[config.mk]
export PLATFORM = sky130hd
export DESIGN_NAME = band_sequencer_flat
export DESIGN_NICKNAME = d
export VERILOG_FILES = /design/src/rtl/band_sequencer_pkg.sv /design/src/rtl/band_sequencer_if.sv /design/src/rtl/band_classifier.sv /design/src/rtl/band_sequencer.sv /design/src/flat_wrapper.sv
export SDC_FILE = /design/constraint.sdc
export NUM_CORES = 1
export LEC_CHECK = 0
export CORE_AREA = 2 2 103 105
export CTS_CLUSTER_DIAMETER = 120
export DETAILED_ROUTE_END_ITERATION = 10
export DIE_AREA = 0 0 105 107
export PLACE_DENSITY = 0.87
export SYNTH_ARGS = -nofsm -noshare
export SYNTH_HDL_FRONTEND = slang
export SYNTH_HIERARCHICAL = 1
export SYNTH_SLANG_ARGS = --single-unit
[constraint.sdc]
create_clock -name clock -period 5.2 [get_ports clock]
set_input_delay 1.04 -clock clock [delete_from_list [all_inputs] [get_ports clock]]
set_output_delay 1.04 -clock clock [all_outputs]
set_load 0.1 [all_outputs]
[src/rtl/band_sequencer_pkg.sv]
// Shared types and reset-table constants for the band sequencer.
`timescale 1ns/1ps
package band_sequencer_pkg;

  typedef enum logic [1:0] {
    MODE_WRAP     = 2'd0,
    MODE_SATURATE = 2'd1,
    MODE_PINGPONG = 2'd2,
    MODE_HOLD     = 2'd3
  } mode_e;

  localparam int RST_LIMIT0 = 2;
  localparam int RST_LIMIT1 = 3;
  localparam int RST_CODE0  = 10;
  localparam int RST_CODE1  = 20;
  localparam int DEF_CODE   = 30;

  function automatic int rst_limit(input int idx);
    return (idx == 0) ? RST_LIMIT0 : (idx == 1) ? RST_LIMIT1 : 0;
  endfunction

  function automatic int rst_code(input int idx);
    return (idx == 0) ? RST_CODE0 : (idx == 1) ? RST_CODE1 : 0;
  endfunction

endpackage

[src/rtl/band_sequencer_if.sv]
// Control, table-config and status bundle of the band sequencer.
`timescale 1ns/1ps
interface band_sequencer_if
  import band_sequencer_pkg::*;
#(
  parameter int WIDTH     = 8,
  parameter int NUM_BANDS = 4,
  parameter int CODE_W    = 8
);
  localparam int IDX_W  = (NUM_BANDS > 1) ? $clog2(NUM_BANDS) : 1;
  localparam int BAND_W = $clog2(NUM_BANDS + 1);

  logic              en;
  logic              load;
  logic [WIDTH-1:0]  load_val;
  mode_e             mode;
  logic              cfg_we;
  logic [IDX_W-1:0]  cfg_idx;
  logic [WIDTH-1:0]  cfg_limit;
  logic [CODE_W-1:0] cfg_code;
  logic [WIDTH-1:0]  count_out;
  logic [CODE_W-1:0] code_out;
  logic [BAND_W-1:0] band_out;
  logic              band_change;
  logic              at_limit;

  modport master (
    output en, load, load_val, mode, cfg_we, cfg_idx, cfg_limit, cfg_code,
    input  count_out, code_out, band_out, band_change, at_limit
  );

  modport slave (
    input  en, load, load_val, mode, cfg_we, cfg_idx, cfg_limit, cfg_code,
    output count_out, code_out, band_out, band_change, at_limit
  );
endinterface

[src/rtl/band_classifier.sv]
// Combinational priority scan: lowest-index entry with count <= limit wins.
`timescale 1ns/1ps
module band_classifier #(
  parameter int WIDTH        = 8,
  parameter int NUM_BANDS    = 4,
  parameter int CODE_W       = 8,
  parameter int DEFAULT_CODE = 30,
  parameter int BAND_W       = $clog2(NUM_BANDS + 1)
) (
  input  logic [WIDTH-1:0]                  count,
  input  logic [NUM_BANDS-1:0][WIDTH-1:0]  limits,
  input  logic [NUM_BANDS-1:0][CODE_W-1:0] codes,
  output logic [CODE_W-1:0]                 code,
  output logic [BAND_W-1:0]                 band
);

  // Scan high-to-low so the lowest matching index is written last.
  always_comb begin
    code = CODE_W'(DEFAULT_CODE);
    band = BAND_W'(NUM_BANDS);
    for (int i = NUM_BANDS - 1; i >= 0; i--) begin
      if (count <= limits[i]) begin
        code = codes[i];
        band = BAND_W'(i);
      end
    end
  end

endmodule

[src/rtl/band_sequencer.sv]
// Multi-mode step counter with a runtime-writable band classification table.
`timescale 1ns/1ps
module band_sequencer
  import band_sequencer_pkg::*;
#(
  parameter int WIDTH        = 8,
  parameter int NUM_BANDS    = 4,
  parameter int CODE_W       = 8,
  parameter int DEFAULT_CODE = DEF_CODE
) (
  input  logic       clock,
  input  logic       rst_n,
  band_sequencer_if.slave bus
);

  localparam int BAND_W = $clog2(NUM_BANDS + 1);
  localparam logic [WIDTH-1:0] MAX = '1;
  localparam logic [WIDTH-1:0] ONE = WIDTH'(1);

  logic [WIDTH-1:0]                  count_q, count_d;
  logic                              dir_q, dir_d;
  logic [NUM_BANDS-1:0][WIDTH-1:0]  limit_q, limit_d;
  logic [NUM_BANDS-1:0][CODE_W-1:0] code_q, code_d;
  logic [BAND_W-1:0]                 band_cur, band_nxt;
  logic [CODE_W-1:0]                 code_cur, code_nxt_unused;
  logic                              band_change_q;

  // Post-write table: feeds both the registers and the next-count classifier.
  always_comb begin
    limit_d = limit_q;
    code_d  = code_q;
    if (bus.cfg_we && (int'(bus.cfg_idx) < NUM_BANDS)) begin
      limit_d[bus.cfg_idx] = bus.cfg_limit;
      code_d[bus.cfg_idx]  = bus.cfg_code;
    end
  end

  always_comb begin
    count_d = count_q;
    dir_d   = dir_q;
    if (bus.load) begin
      count_d = bus.load_val;
    end else if (bus.en) begin
      unique case (bus.mode)
        MODE_WRAP:     count_d = count_q + ONE;
        MODE_SATURATE: if (count_q != MAX) count_d = count_q + ONE;
        MODE_PINGPONG: begin
          // Each end value shows once; direction flips on the step away from it.
          if (!dir_q) begin
            if (count_q == MAX) begin
              count_d = count_q - ONE;
              dir_d   = 1'b1;
            end else begin
              count_d = count_q + ONE;
            end
          end else begin
            if (count_q == '0) begin
              count_d = ONE;
              dir_d   = 1'b0;
            end else begin
              count_d = count_q - ONE;
            end
          end
        end
        default: ;
      endcase
    end
  end

  band_classifier #(
    .WIDTH(WIDTH), .NUM_BANDS(NUM_BANDS), .CODE_W(CODE_W),
    .DEFAULT_CODE(DEFAULT_CODE), .BAND_W(BAND_W)
  ) u_cls_cur (
    .count(count_q), .limits(limit_q), .codes(code_q),
    .code(code_cur), .band(band_cur)
  );

  band_classifier #(
    .WIDTH(WIDTH), .NUM_BANDS(NUM_BANDS), .CODE_W(CODE_W),
    .DEFAULT_CODE(DEFAULT_CODE), .BAND_W(BAND_W)
  ) u_cls_nxt (
    .count(count_d), .limits(limit_d), .codes(code_d),
    .code(code_nxt_unused), .band(band_nxt)
  );

  always_ff @(posedge clock) begin
    if (!rst_n) begin
      count_q       <= '0;
      dir_q         <= 1'b0;
      band_change_q <= 1'b0;
      for (int i = 0; i < NUM_BANDS; i++) begin
        limit_q[i] <= WIDTH'(rst_limit(i));
        code_q[i]  <= CODE_W'(rst_code(i));
      end
    end else begin
      count_q       <= count_d;
      dir_q         <= dir_d;
      limit_q       <= limit_d;
      code_q        <= code_d;
      band_change_q <= (band_nxt != band_cur);
    end
  end

  assign bus.count_out   = count_q;
  assign bus.code_out    = code_cur;
  assign bus.band_out    = band_cur;
  assign bus.band_change = band_change_q;
  assign bus.at_limit    = (count_q == MAX) ||
                           ((bus.mode == MODE_PINGPONG) && dir_q && (count_q == '0));

endmodule
[src/flat_wrapper.sv]
// flat-port wrapper written by rule: the top's interface ports become plain ports
module band_sequencer_flat import band_sequencer_pkg::*;
#(
  parameter int WIDTH        = 8,
  parameter int NUM_BANDS    = 4,
  parameter int CODE_W       = 8,
  parameter int DEFAULT_CODE = DEF_CODE
)
  (clock, rst_n, bus_en, bus_load, bus_load_val, bus_mode, bus_cfg_we, bus_cfg_idx, bus_cfg_limit, bus_cfg_code, bus_count_out, bus_code_out, bus_band_out, bus_band_change, bus_at_limit);
  band_sequencer_if #(.WIDTH(WIDTH), .NUM_BANDS(NUM_BANDS), .CODE_W(CODE_W)) bus_i ();
  input  logic clock;
  input  logic rst_n;
  input wire logic [$bits(bus_i.en)-1:0] bus_en;
  input wire logic [$bits(bus_i.load)-1:0] bus_load;
  input wire logic [$bits(bus_i.load_val)-1:0] bus_load_val;
  input wire logic [$bits(bus_i.mode)-1:0] bus_mode;
  input wire logic [$bits(bus_i.cfg_we)-1:0] bus_cfg_we;
  input wire logic [$bits(bus_i.cfg_idx)-1:0] bus_cfg_idx;
  input wire logic [$bits(bus_i.cfg_limit)-1:0] bus_cfg_limit;
  input wire logic [$bits(bus_i.cfg_code)-1:0] bus_cfg_code;
  output wire logic [$bits(bus_i.count_out)-1:0] bus_count_out;
  output wire logic [$bits(bus_i.code_out)-1:0] bus_code_out;
  output wire logic [$bits(bus_i.band_out)-1:0] bus_band_out;
  output wire logic [$bits(bus_i.band_change)-1:0] bus_band_change;
  output wire logic [$bits(bus_i.at_limit)-1:0] bus_at_limit;
  assign bus_i.en = bus_en;
  assign bus_i.load = bus_load;
  assign bus_i.load_val = bus_load_val;
  assign bus_i.mode = bus_mode;
  assign bus_i.cfg_we = bus_cfg_we;
  assign bus_i.cfg_idx = bus_cfg_idx;
  assign bus_i.cfg_limit = bus_cfg_limit;
  assign bus_i.cfg_code = bus_cfg_code;
  assign bus_count_out = bus_i.count_out;
  assign bus_code_out = bus_i.code_out;
  assign bus_band_out = bus_i.band_out;
  assign bus_band_change = bus_i.band_change;
  assign bus_at_limit = bus_i.at_limit;
  band_sequencer #(.WIDTH(WIDTH), .NUM_BANDS(NUM_BANDS), .CODE_W(CODE_W), .DEFAULT_CODE(DEFAULT_CODE)) u_core (.clock(clock), .rst_n(rst_n), .bus(bus_i));
endmodule
=== Word-level counts from Yosys, hierarchy flattened ===
Index checks and enable logic that the tools add are counted.

* Bits in registers: 74
* Input port bits: 33
* Output and inout bits: 21
* Logic and storage cells: 63

* Mux-type cells: 27
* Order comparisons: 10
* Eq/ne operators: 5
* Bitwise operators: 1
* Add/subtract/negate cells: 2
* Reductions and logical operators: 7

{| class="wikitable"
|+ Operators with widths
! cell !! count
|-
| two-way mux 8 bit || 11
|-
| bitwise mux 32 bit || 2
|-
| less-or-equal comparator 8 bit || 8
|-
| two-way mux 32 bit || 1
|-
| two-way mux 3 bit || 8
|-
| case mux 8 bit (3 select lines) || 1
|-
| demux 8 bit (select 2 bit) || 1
|-
| adder 8 x 1 -> 8 bit (second input constant) || 1
|-
| == test 8 bit (second input constant) || 1
|-
| logical NOT 8 bit || 1
|-
| inequality test 8 bit (second input constant) || 1
|-
| subtractor 8 x 1 -> 8 bit (second input constant) || 1
|-
| logical AND 1 bit || 3
|-
| < comparator 2 x 3 -> 1 bit (second input constant) || 1
|-
| two-way mux 1 bit || 3
|-
| inequality test 3 bit || 1
|-
| AND reduction 3 bit || 1
|-
| == test 2 x 1 -> 1 bit (second input constant) || 1
|-
| == test 2 bit (second input constant) || 1
|-
| >= comparator 2 x 1 -> 1 bit (second input constant) || 1
|-
| logical NOT 2 bit || 1
|-
| logical OR 1 bit || 1
|-
| inverter 1 bit || 1
|}

=== Logic depth before layout (Yosys ltp) ===
Gate-level depths: netlist of the first run.

* Depth after elaboration: 12
* Mapped depth: 18
* Depth with buffers taken out: 16

=== Hierarchy ===
Netlist of the first run, hierarchy kept.

{| class="wikitable"
|+ Modules (own cells, without submodules)
! module !! instances !! cells each !! sequential area each (µm²) !! area each (µm²)
|-
| band_sequencer || 1 || 354 || 1481.4 || 3539.6
|-
| band_classifier (u_core.u_cls_cur) || 1 || 164 || 0.0 || 1148.6
|-
| band_classifier (u_core.u_cls_nxt) || 1 || 165 || 0.0 || 1127.3
|}

=== Worst setup path after synthesis of the first run ===
OpenSTA, ideal clock, no wires.

* Path type: register -> output
* Start: reg u_core.count_q[1] (netlist: u_core/bus.count_out[1])
* End: out bus_code_out[6]
* Slack: -0.554 ns
* Required time: 4.160 ns
* Stages on the path, launching flop included: 9
* Path buffers: 1
* Data arrival time: 4.714 ns
* Cell sequence: dfxtp_1 ha_1 nor2b_1 o211ai_1 a21oi_1 o31ai_2 buf_4 a211oi_1 a211oi_1

* Longest elaborated chain between the ends: 5
* Elaborated cells between the ends (all ways): 8
* Those cells by class: order compare: 4; mux: 4

{| class="wikitable"
|+ Ends and longest elaborated chain
! element !! line !! text
|-
| start, declared || band_sequencer.sv:20 || <nowiki>logic [WIDTH-1:0] count_q, count_d;</nowiki>
|-
| start signal, assigned || band_sequencer.sv:96 || <nowiki>count_q <= count_d;</nowiki>
|-
| less-or-equal comparator 8 bit || band_classifier.sv:22 || <nowiki>if (count <= limits[i]) begin</nowiki>
|-
| two-way mux 8 bit (3 in a row) || band_classifier.sv:22 ||
|-
| two-way mux 8 bit (*) || band_classifier.sv:22 ||
|-
| end, declared || flat_wrapper.sv:22 || <nowiki>output wire logic [$bits(bus_i.code_out)-1:0] bus_code_out;</nowiki>
|}

Every way passes the cells marked *; elsewhere a longest branch is shown, timed or not.

=== Worst setup path in the final report of the first run ===
* Start: reg u_core.count_q[1] (netlist: u_core/bus.count_out[1])
* End: out bus_band_out[0]

* Longest elaborated chain between the ends: 5
* Elaborated cells between the ends (all ways): 8
* Those cells by class: order compare: 4; mux: 4

{| class="wikitable"
|+ Ends and longest elaborated chain
! element !! line !! text
|-
| less-or-equal comparator 8 bit || band_classifier.sv:22 ||
|-
| two-way mux 3 bit (3 in a row) || band_classifier.sv:22 ||
|-
| two-way mux 3 bit (*) || band_classifier.sv:22 ||
|-
| end, declared || flat_wrapper.sv:23 || <nowiki>output wire logic [$bits(bus_i.band_out)-1:0] bus_band_out;</nowiki>
|}

Marks and branches as above.

==> impl_metrics.json, run 1 <==
{
  "status": "finished, final reports clean",
  "rows": 37,
  "die_y_um": 107,
  "ant_nets": 0,
  "wirelength_mm": 14.85,
  "required_ps": 4160,
  "drt_iter0_markers": 388,
  "postCtsSetupBuffers": 0,
  "gp_congestion": 1.011,
  "final_nets": 780,
  "startpoint_type": "flop",
  "final_core_util_pct": 63.10,
  "dp_hpwl_mm": 10.97,
  "grt-ovfl-total": 0,
  "finalSetupViolCount": 0,
  "clk_pin_slew_worst_paths_ps": 90,
  "fin_crit_sh_pct": 89.94,
  "routed_via_density": 6.101,
  "syn_area_per_cell_um2": 8.721,
  "skew_ps": 8.630,
  "drive_gt1_share_pct": 20.29,
  "synth_area_um2": 5547,
  "grt_max_degree": 65,
  "die_w_um": 105,
  "synthCells": 636,
  "max-vdd-ir-drop_v": 0.0001829,
  "grt_pass1_wl_mm": 24.28,
  "cp-end-kind": "output port",
  "hold_viol": 0,
  "core_area_um2": 10090,
  "fin_crit_ps": 4677,
  "num_antenna_cells": 0,
  "cts_tree": "built",
  "rsz0062_at_grt": "no",
  "firstDrtPassIters": 7,
  "fmax_mhz": 213.8,
  "timing.setup.critical_path_class": "flop to output port",
  "yosysWarnings": 6,
  "cts_resized": 0,
  "tightest_slew_ps": 1209,
  "fin_area_um2": 6369,
  "cap_violations": 0,
  "syn_to_final_growth_pct": 14.82,
  "placed_cell_area_um2": 6162,
  "hold_ws_ps": 572.6,
  "relSlewSlack_pct": 19.42,
  "wl_per_cell_um": 18.09,
  "htree_levels": 3,
  "syn_nets": 736,
  "boundaryPins": 54,
  "ctsLongestPathBuffers": 2,
  "tns_ps": 0,
  "vias": 5009,
  "start_util_pct": 54.96,
  "cp_data_arrival_time_ps": 3640,
  "cts-hold-fix-buffers": 0,
  "clock_latency_ps": 360,
  "die-area_um2": 11240,
  "drc": 0,
  "grt.total_usage_pct": 26.96,
  "hold_class": "flop to flop",
  "p_per_area_nw_per_um2": 309.8,
  "first_global_vias": 5154,
  "p_leak_nw": 2.580,
  "antenna_found_initial": 0,
  "slew_violations": 0,
  "cts_buffers": 9,
  "numPortBuffers": 53,
  "total_power_mw": 1.973,
  "root_buffer": "clkbuf_8",
  "clock_sinks": 74,
  "cp_max_fo": 13
}
where the power goes:
| group | internal (mW) | leakage [nW] | switching, mW |
|---|---|---|---|
| logic | 0.274 | 1.88 | 0.590 |
| registers | 0.591 | 0.603 | 0.0359 |
| clock network | 0.230 | 0.0988 | 0.251 |
state kept, by name, indices dropped and copies added, names as in the netlist:
signal	flops
u_core/bus.count_out	8
u_core/code_q	32
u_core/limit_q	32
u_core/bus.band_change	1
u_core/dir_q	1
cells in the final DEF (no fill, tap or decap), types with 3 or more instances in the layout:
cell type        count
ha_1                67
o21ai_0             19
nand2_1             20
a31oi_1              3
nor2b_1             11
nor3_1              12
nand4_1             16
a21oi_2              6
o22ai_1              3
clkbuf_8             9
xnor2_1              5
o21ai_1              3
mux2_2              64
o31a_1               4
buf_4               19
o211ai_1             7
a211oi_1            10
and2_1              62
a311o_1              4
a21oi_1             37
a211oi_2             6
or2_2               10
a21o_1               3
inv_6                3
dfxtp_1             74
nand3b_1             3
nor2_1              29
clkdlybuf4s50_1     41
nand3_1             15
inv_1               69
xor2_1               4
final cells by class:
class                      count  area (um^2)
fill                         853         3724
multi-input combinational    466         3699
sequential                    74         1481
timing repair buffer          60        553.0
inverter                      69        259.0
tap                          136        170.2
clock buffer                   9        123.9
clock inverter                 7        82.58
path summary, 6_finish.rpt:
| kind | start | to | slack (ps) | cells after the start |
|---|---|---|---|---|
| min reg2reg | u_core/code_q[3]$_SDFF_PN1_ | u_core/code_q[3]$_SDFF_PN1_ | 570 | 2 |
| max reg2reg | u_core/bus.count_out[1]$_SDFF_PN0_ | u_core/bus.band_change$_SDFF_PN0_ | 880 | 14 |
| min | u_core/code_q[3]$_SDFF_PN1_ | u_core/code_q[3]$_SDFF_PN1_ | 570 | 2 |
| max | u_core/bus.count_out[1]$_SDFF_PN0_ | bus_band_out[0] | 520 | 8 |
critical path, cell delays in order, from the launching register on:
cell and delay, ps:
dfxtp_1 710, ha_1 350, nor2b_1 140, o211ai_1 160, a21oi_1 140, o22ai_1 930, a21oi_1 160, nor2_1 320
buf_4 360
through the flow:
stage                     worst slack [ps]  std cells
final                                522.9        821
after floorplan                      402.6        636
after global routing                 432.2        821
after global placement               594.2        805
after CTS                            661.8        821
after detailed placement             503.6        805
routing by layer:
| layer | GRT usage (%) | vias up | share of wire [%] | wire [um] |
|---|---|---|---|---|
| met5 | 0 | - | 0 | 0 |
| met4 | 13.62 | 0 | 4.4 | 659 |
| met3 | 4.559 | 55 | 6.8 | 1010 |
| met2 | 47.22 | 241 | 47 | 7026 |
| met1 | 31.78 | 2371 | 41 | 6152 |
| li1 | - | 2342 | - | - |
(Power assumes the default switching activity.)
==> inputs of run 2 (changes only) <==
SLEW_MARGIN = 20   (was unset)
==> results of run 2 <==
Same layout as run 1: the final DEF is identical, and so are final timing and power.
